--- src/rtl/cache_mem_arbiter_pkg.sv ---
// cache_mem_arbiter shared types: FSM state encoding and master IDs.
// Imported by the arbiter top and its winner-select sub-module.
package cache_arb_pkg;

    typedef logic [1:0] state_t;

    localparam state_t ST_IDLE = 2'd0;
    localparam state_t ST_ADDR = 2'd1;
    localparam state_t ST_DATA = 2'd2;

    localparam logic GNT_I = 1'b0;
    localparam logic GNT_D = 1'b1;

endpackage

--- src/rtl/cache_mem_arbiter_if.sv ---
// SRAM-like bus bundle: request fields out of a master, response back.
// master drives the request, slave drives the response.
interface cache_mem_arbiter_if #(
    parameter int ADDR_W = 32,
    parameter int DATA_W = 32
);
    logic              req;
    logic              wr;
    logic [1:0]        size;
    logic [ADDR_W-1:0] addr;
    logic [DATA_W-1:0] wdata;
    logic [DATA_W-1:0] rdata;
    logic              addr_ok;
    logic              data_ok;

    modport master (
        output req, wr, size, addr, wdata,
        input  rdata, addr_ok, data_ok
    );

    modport slave (
        input  req, wr, size, addr, wdata,
        output rdata, addr_ok, data_ok
    );
endinterface

--- src/rtl/cache_mem_arbiter_pick.sv ---
// Winner select between I- and D-cache requests.
// CACHE_ARB_RR_EN: on a tie grant the master not served last.
module cache_arb_pick
    import cache_arb_pkg::*;
(
    input  logic i_req,
    input  logic d_req,
    input  logic last,
    output logic gnt
);

`ifdef CACHE_ARB_RR_EN
    // tie goes to whoever was not served last
    always_comb begin
        if (i_req && d_req) begin
            gnt = ~last;
        end else begin
            gnt = d_req ? GNT_D : GNT_I;
        end
    end
`else
    logic unused_last;
    assign unused_last = last;

    // fixed priority, D-cache beats I-cache
    always_comb begin
        gnt = d_req ? GNT_D : GNT_I;
    end
`endif

endmodule

--- src/rtl/cache_mem_arbiter.sv ---
// Shares one SRAM-like memory port between I- and D-cache, one txn at a time.
// Define CACHE_ARB_RR_EN for round-robin on ties (default: D over I).
module cache_mem_arbiter
    import cache_arb_pkg::*;
#(
    parameter int ADDR_W = 32,
    parameter int DATA_W = 32
) (
    input logic clk,
    input logic resetn,
    cache_mem_arbiter_if.slave  i_bus,
    cache_mem_arbiter_if.slave  d_bus,
    cache_mem_arbiter_if.master m_bus
);

    state_t state_q, state_d;
    logic   gnt_q, gnt_d;
    logic   last;
    logic   pick_gnt;

    logic in_idle, in_addr, in_data;
    logic g_req, addr_hs, data_hs;

    logic              sel_wr;
    logic [1:0]        sel_size;
    logic [ADDR_W-1:0] sel_addr;
    logic [DATA_W-1:0] sel_wdata;

`ifdef CACHE_ARB_RR_EN
    logic last_q;

    // remember who finished the most recent transaction
    always_ff @(posedge clk or negedge resetn) begin
        if (!resetn) begin
            last_q <= GNT_I;
        end else if (data_hs) begin
            last_q <= gnt_q;
        end
    end

    assign last = last_q;
`else
    assign last = GNT_I;
`endif

    cache_arb_pick u_pick (
        .i_req (i_bus.req),
        .d_req (d_bus.req),
        .last  (last),
        .gnt   (pick_gnt)
    );

    assign in_idle = (state_q == ST_IDLE);
    assign in_addr = (state_q == ST_ADDR);
    assign in_data = (state_q == ST_DATA);

    assign g_req   = (gnt_q == GNT_D) ? d_bus.req : i_bus.req;
    assign addr_hs = in_addr & g_req & m_bus.addr_ok;
    assign data_hs = in_data & m_bus.data_ok;

    assign sel_wr    = (gnt_q == GNT_D) ? d_bus.wr    : i_bus.wr;
    assign sel_size  = (gnt_q == GNT_D) ? d_bus.size  : i_bus.size;
    assign sel_addr  = (gnt_q == GNT_D) ? d_bus.addr  : i_bus.addr;
    assign sel_wdata = (gnt_q == GNT_D) ? d_bus.wdata : i_bus.wdata;

    assign m_bus.req   = in_addr & g_req;
    assign m_bus.wr    = sel_wr;
    assign m_bus.size  = sel_size;
    assign m_bus.addr  = sel_addr;
    assign m_bus.wdata = sel_wdata;

    assign i_bus.addr_ok = addr_hs & (gnt_q == GNT_I);
    assign d_bus.addr_ok = addr_hs & (gnt_q == GNT_D);
    assign i_bus.data_ok = data_hs & (gnt_q == GNT_I);
    assign d_bus.data_ok = data_hs & (gnt_q == GNT_D);
    assign i_bus.rdata   = m_bus.rdata;
    assign d_bus.rdata   = m_bus.rdata;

    // next state and grant; grant only moves when leaving IDLE
    always_comb begin
        state_d = state_q;
        gnt_d   = gnt_q;
        unique case (1'b1)
            in_idle: begin
                if (i_bus.req || d_bus.req) begin
                    gnt_d   = pick_gnt;
                    state_d = ST_ADDR;
                end
            end
            in_addr: begin
                if (!g_req) begin
                    state_d = ST_IDLE;
                end else if (m_bus.addr_ok) begin
                    state_d = ST_DATA;
                end
            end
            in_data: begin
                if (m_bus.data_ok) begin
                    state_d = ST_IDLE;
                end
            end
            default: state_d = ST_IDLE;
        endcase
    end

    // state and grant registers
    always_ff @(posedge clk or negedge resetn) begin
        if (!resetn) begin
            state_q <= ST_IDLE;
            gnt_q   <= GNT_I;
        end else begin
            state_q <= state_d;
            gnt_q   <= gnt_d;
        end
    end

endmodule

--- src/flat_wrapper.sv ---
// flat-port wrapper written by rule: the top's interface ports become plain ports
module cache_mem_arbiter_flat import cache_arb_pkg::*;
#(
    parameter int ADDR_W = 32,
    parameter int DATA_W = 32
)
  (clk, resetn, i_bus_req, i_bus_wr, i_bus_size, i_bus_addr, i_bus_wdata, i_bus_rdata, i_bus_addr_ok, i_bus_data_ok, d_bus_req, d_bus_wr, d_bus_size, d_bus_addr, d_bus_wdata, d_bus_rdata, d_bus_addr_ok, d_bus_data_ok, m_bus_req, m_bus_wr, m_bus_size, m_bus_addr, m_bus_wdata, m_bus_rdata, m_bus_addr_ok, m_bus_data_ok);
  cache_mem_arbiter_if #(.ADDR_W(ADDR_W), .DATA_W(DATA_W)) i_bus_i ();
  cache_mem_arbiter_if #(.ADDR_W(ADDR_W), .DATA_W(DATA_W)) d_bus_i ();
  cache_mem_arbiter_if #(.ADDR_W(ADDR_W), .DATA_W(DATA_W)) m_bus_i ();
  input logic clk;
  input logic resetn;
  input wire logic [$bits(i_bus_i.req)-1:0] i_bus_req;
  input wire logic [$bits(i_bus_i.wr)-1:0] i_bus_wr;
  input wire logic [$bits(i_bus_i.size)-1:0] i_bus_size;
  input wire logic [$bits(i_bus_i.addr)-1:0] i_bus_addr;
  input wire logic [$bits(i_bus_i.wdata)-1:0] i_bus_wdata;
  output wire logic [$bits(i_bus_i.rdata)-1:0] i_bus_rdata;
  output wire logic [$bits(i_bus_i.addr_ok)-1:0] i_bus_addr_ok;
  output wire logic [$bits(i_bus_i.data_ok)-1:0] i_bus_data_ok;
  input wire logic [$bits(d_bus_i.req)-1:0] d_bus_req;
  input wire logic [$bits(d_bus_i.wr)-1:0] d_bus_wr;
  input wire logic [$bits(d_bus_i.size)-1:0] d_bus_size;
  input wire logic [$bits(d_bus_i.addr)-1:0] d_bus_addr;
  input wire logic [$bits(d_bus_i.wdata)-1:0] d_bus_wdata;
  output wire logic [$bits(d_bus_i.rdata)-1:0] d_bus_rdata;
  output wire logic [$bits(d_bus_i.addr_ok)-1:0] d_bus_addr_ok;
  output wire logic [$bits(d_bus_i.data_ok)-1:0] d_bus_data_ok;
  output wire logic [$bits(m_bus_i.req)-1:0] m_bus_req;
  output wire logic [$bits(m_bus_i.wr)-1:0] m_bus_wr;
  output wire logic [$bits(m_bus_i.size)-1:0] m_bus_size;
  output wire logic [$bits(m_bus_i.addr)-1:0] m_bus_addr;
  output wire logic [$bits(m_bus_i.wdata)-1:0] m_bus_wdata;
  input wire logic [$bits(m_bus_i.rdata)-1:0] m_bus_rdata;
  input wire logic [$bits(m_bus_i.addr_ok)-1:0] m_bus_addr_ok;
  input wire logic [$bits(m_bus_i.data_ok)-1:0] m_bus_data_ok;
  assign i_bus_i.req = i_bus_req;
  assign i_bus_i.wr = i_bus_wr;
  assign i_bus_i.size = i_bus_size;
  assign i_bus_i.addr = i_bus_addr;
  assign i_bus_i.wdata = i_bus_wdata;
  assign i_bus_rdata = i_bus_i.rdata;
  assign i_bus_addr_ok = i_bus_i.addr_ok;
  assign i_bus_data_ok = i_bus_i.data_ok;
  assign d_bus_i.req = d_bus_req;
  assign d_bus_i.wr = d_bus_wr;
  assign d_bus_i.size = d_bus_size;
  assign d_bus_i.addr = d_bus_addr;
  assign d_bus_i.wdata = d_bus_wdata;
  assign d_bus_rdata = d_bus_i.rdata;
  assign d_bus_addr_ok = d_bus_i.addr_ok;
  assign d_bus_data_ok = d_bus_i.data_ok;
  assign m_bus_req = m_bus_i.req;
  assign m_bus_wr = m_bus_i.wr;
  assign m_bus_size = m_bus_i.size;
  assign m_bus_addr = m_bus_i.addr;
  assign m_bus_wdata = m_bus_i.wdata;
  assign m_bus_i.rdata = m_bus_rdata;
  assign m_bus_i.addr_ok = m_bus_addr_ok;
  assign m_bus_i.data_ok = m_bus_data_ok;
  cache_mem_arbiter #(.ADDR_W(ADDR_W), .DATA_W(DATA_W)) u_core (.clk(clk), .resetn(resetn), .i_bus(i_bus_i), .d_bus(d_bus_i), .m_bus(m_bus_i));
endmodule
--- config.mk ---
export PLATFORM = sky130hd
export DESIGN_NAME = cache_mem_arbiter_flat
export DESIGN_NICKNAME = d
export VERILOG_FILES = /design/src/rtl/cache_mem_arbiter_pkg.sv /design/src/rtl/cache_mem_arbiter_if.sv /design/src/rtl/cache_mem_arbiter_pick.sv /design/src/rtl/cache_mem_arbiter.sv /design/src/flat_wrapper.sv
export SDC_FILE = /design/constraint.sdc
export NUM_CORES = 1
export LEC_CHECK = 0
export CAP_MARGIN = 20
export CORE_AREA = 2 2 121 123
export CTS_CLUSTER_DIAMETER = 120
export DETAILED_ROUTE_END_ITERATION = 12
export DIE_AREA = 0 0 123 125
export DONT_BUFFER_PORTS = 1
export SKIP_CTS_REPAIR_TIMING = 1
export SYNTH_ARGS = -nofsm -noshare
export SYNTH_HDL_FRONTEND = slang
export SYNTH_SLANG_ARGS = --single-unit
--- constraint.sdc ---
create_clock -name clk -period 1.63 [get_ports clk]
set_input_delay 0.0815 -clock clk [delete_from_list [all_inputs] [get_ports clk]]
set_output_delay 0.0815 -clock clk [all_outputs]
set_load 0.01 [all_outputs]
## Word level (Yosys, flattened, before mapping)

Cells that the tools add are included.

- Register bits after elaboration: 3
- Bits of input ports: 172
- Output and inout port bits: 136
- Logic and storage cells: 30

- Eq/ne operators: 5
- Muxes and demuxes: 11
- Bitwise gates (word level): 8
- Reductions and logical operators: 4

Operators by type and width:

| cell | count |
|---|---|
| $mux W32 | 2 |
| $mux W2 | 5 |
| $and A1 B1 Y1 | 7 |
| $pmux W2 S3 | 1 |
| $ne A2 B2 Y1 const B | 2 |
| $mux W1 | 3 |
| $ne A3 B3 Y1 const B | 1 |
| $reduce_and A3 Y1 | 1 |
| $eq A2 B1 Y1 const B | 1 |
| $eq A2 B2 Y1 const B | 1 |
| $logic_not A2 Y1 | 1 |
| $reduce_and A2 Y1 | 1 |
| $logic_or A1 B1 Y1 | 1 |
| $not A1 Y1 | 1 |

## Depth between registers and ports, before layout

- Depth in word-level cells: 4
- Depth in mapped cells: 4
- Mapped depth without buffers: 3

## By module

From an unflattened synthesis, not the netlist that was laid out.

- Cells, all modules: 165
- Area total of the unflattened synthesis: 1682.9 um^2

By module, submodules not included:

| module | times used | cells each | area each (um^2) | sequential area each (um^2) |
|---|---|---|---|---|
| cache_mem_arbiter | 1 | 164 | 1675.4 | 75.1 |
| cache_arb_pick | 1 | 1 | 7.5 | 0.0 |

## Worst setup path before layout

No wires, ideal clock.

- Path kind: register -> output
- From: register u_core.gnt_q
- To: output m_bus_addr[0]
- Arrival: 977 ps
- Required time: 1548 ps
- Slack: 571 ps
- Stages on the path, launching flop included: 4
- Buffers on the path: 2
- Cells stage by stage: dfrtp_1 buf_6 buf_6 mux2_4

- Longest elaborated chain between the ends: 1

RTL lines:

| item | line | RTL |
|---|---|---|
| from (decl) | cache_mem_arbiter.sv:17 | `logic gnt_q, gnt_d;` |
| from (signal assigned) | cache_mem_arbiter.sv:113 | `gnt_q <= gnt_d;` |
| $mux W32 | cache_mem_arbiter.sv:63 | `assign sel_addr = (gnt_q == GNT_D) ? d_bus.addr : i_bus.addr;` |
| to (decl) | flat_wrapper.sv:32 | `output wire logic [$bits(m_bus_i.addr)-1:0] m_bus_addr;` |

Every way passes these cells.

## Worst setup path in the final report

- From: register u_core.gnt_q
- To: output m_bus_wdata[5]

- Longest elaborated chain between the ends: 1

RTL lines:

| item | line | RTL |
|---|---|---|
| $mux W32 | cache_mem_arbiter.sv:64 | `assign sel_wdata = (gnt_q == GNT_D) ? d_bus.wdata : i_bus.wdata;` |
| to (decl) | flat_wrapper.sv:33 | `output wire logic [$bits(m_bus_i.wdata)-1:0] m_bus_wdata;` |

Every way passes these cells.

==> flow_metrics.env <==
export IMPL_r2r_cells=4
export IMPL_p_leak_nw=0.6269
export IMPL_path_class="reg2out"
export IMPL_irDropWorstVdd_uv=504.1
export IMPL_synthArstFlopShare_pct=100.0
export IMPL_final_util_pct=10.50
export IMPL_hold_viol=0
export IMPL_synth_top_flop_cell="dfrtp_1"
export IMPL_fin_setup_tns_ns=0
export IMPL_cpMaxStageDelayCell="dfrtp_4"
export IMPL_worst_setup_path_end_kind="primary output"
export IMPL_netlist_area_sq_um=1672
export IMPL_routed_wl_microns=4696
export IMPL_grt_pass1_wl_microns=5727
export IMPL_cts_tree="built"
export IMPL_dp_cells=279
export IMPL_portBuffers=0
export IMPL_path_delay_family="flip-flops"
export IMPL_dr_pass1_iters=4
export IMPL_rsz0062_at_grt="false"
export IMPL_syn2layout_area_growth_pct=-10.78
export IMPL_ioPinCount=308
export IMPL_via_per_inst=3.215
export IMPL_ys_ff_latch=3
export IMPL_wl_per_cell_microns=16.54
export IMPL_grt_overflow_total=0
export IMPL_outcome="finished, final reports clean"
export IMPL_clkLatencyLatePin_ns=0.23
export IMPL_synth_edf_count=0
export IMPL_drive_gt1_share_pct=75.00
export IMPL_fill_cells=1627
export IMPL_cp_num_cells=2
export IMPL_tightest_slew_ns=0.3409
export IMPL_layout_worst_path_cycle_share_pct=90.71
export IMPL_gp_congestion=0.8137
export IMPL_grt_pass1_vias=855
export IMPL_num_rows=44
export IMPL_nets=273
export IMPL_fin_skew_ns=0.00004673
export IMPL_drt_iter0_drc=28
export IMPL_antenna_left=0
export IMPL_syn_mean_instance_area_sq_um=10.26
export IMPL_power_density_nw_per_um2=1732
export IMPL_yosysWarnings=0
export IMPL_arrival_ns=1.40
export IMPL_clockBufferDepth=2
export IMPL_start_kind="register"
export IMPL_multiInputGateArea_sq_um=1031
export IMPL_grtUsageTotal_pct=5.283
export IMPL_start_util_pct=11.77
export IMPL_max_stage_delay_ns=0.43
export IMPL_post_route_min_period_ns=1.479
export IMPL_numCtsBuffers=3
export IMPL_min_path_cells=1
export IMPL_cp_max_fo=55
export IMPL_cp_buffers_inverters=1
export IMPL_yosysSeqAreaShare_pct=4.491
export IMPL_max_freq_mhz=676.3
export IMPL_antenna_found_initial=0
export IMPL_dieArea_sq_um=15380
export IMPL_worstPathRequired_ns=1.55
export IMPL_core_area_sq_um=14200
export IMPL_synth_nets=335
export IMPL_drv_cap=0
export IMPL_total_power_w=0.002584
export IMPL_cts_max_level=1
export IMPL_ys_types=20
export IMPL_die_h_microns=125
export IMPL_final_cells=284
export IMPL_diodes=0
export IMPL_setup_viol=0
export IMPL_path_cells="buf_12 -> mux2_2"
export IMPL_place_hpwl_microns=4230
export IMPL_cts_clk_slew_worst_paths_ns=0.03
export IMPL_die_w_microns=123
export IMPL_vias=913
export IMPL_clockRootBuffer="clkbuf_16"
export IMPL_grt_max_degree=56
export IMPL_hp_class="in2reg"
export IMPL_netlist_instances=163
export IMPL_drcViolationCount=0
export IMPL_regArea_sq_um=78.83
export IMPL_drv_slew=0
export IMPL_max_slew_margin_rel_pct=77.19
export IMPL_cts_sinks=3
==> metal layers <==
metal	vias up	wire, microns	GRT usage, %
met5	-	0	0
met4	0	115	3.142
met3	16	784	2.600
met2	121	2532	9.555
met1	408	1263	4.606
li1	368	-	-
==> state kept, by name (all words and copies together) (netlist names) <==
signal,flops
u_core.state_q,2
u_core.gnt_q,1
==> worst reg2reg max path: stages, from the launching register on <==
cell,delay [ns]
dfrtp_4,0.49
buf_12,0.21
o21ai_0,0.23
nand2_1,0.09
a21oi_1,0.16
==> final timing paths <==
check                           slack (ns)                 to              start
worst max-delay path                  0.15     m_bus_wdata[5]       u_core.gnt_q
min in group asynchronous             0.12       u_core.gnt_q             resetn
worst max register to register        0.36  u_core.state_q[0]       u_core.gnt_q
max in group asynchronous             1.32       u_core.gnt_q             resetn
worst min register to register        0.53  u_core.state_q[0]  u_core.state_q[1]
worst min-delay path                  0.02       u_core.gnt_q          d_bus_req
==> layout by cell type (no fill, tap or decap), types with 2 or more instances in the layout <==
cell type,instances
inv_1,2
mux2_2,22
nor2b_1,2
buf_12,2
clkbuf_16,3
mux2_4,45
buf_4,2
nand2_1,4
nor2_1,3
dfrtp_1,2
==> synthesized netlist by cell type, types with 2 or more instances <==
cell type / instances / area share (%)
buf_4: 64 / 29
mux2_4: 45 / 40
dfrtp_1: 3 / 4.5
nor2_1: 3 / 0.67
inv_1: 2 / 0.45
buf_2: 2 / 0.60
mux2_2: 22 / 15
nor2b_1: 2 / 0.75
nand2_1: 4 / 0.90
buf_6: 6 / 4.0
==> power breakdown <==
group	switching [W]	internal (W)	total [W]
clock	0.0000711	0.000323	0.000394
combinational	0.000991	0.00103	0.00203
sequential	0.0000470	0.000117	0.000164
==> kinds of logic (layout without fill, tap and decap cells) <==
logic type             count (synthesis)  count (layout)  synth area share, %
buffers and inverters                 74              11                33.83
AND/OR/NAND/NOR                       13              13                3.892
flip-flops                             3               3                4.491
AO/OA/AOI/OAI                          5               5                1.945
multiplexers                          68              68                55.84
==> final cells by class <==
cell class / instances / area share, %
Tap cell: 184 / 15.44
Inverter: 2 / 0.5034
Clock buffer: 4 / 5.285
Timing Repair Buffer: 5 / 4.362
Multi-Input combinational cell: 86 / 69.13
Sequential cell: 3 / 5.285
==> metrics by stage <==
stage          worst slack, ns  hold slack, ns  cell area (sq um)
5_1_grt                 0.1105         0.01692               1491
3_3_place_gp            0.4000         -0.2138               1403
6_report                0.1514         0.01781               1491
3_5_place_dp            0.3194         -0.2138               1403
2_1_floorplan           0.5714         -0.2141               1672
4_1_cts                 0.1438         -0.4500               1481
Power figures use the tool's default switching activity.
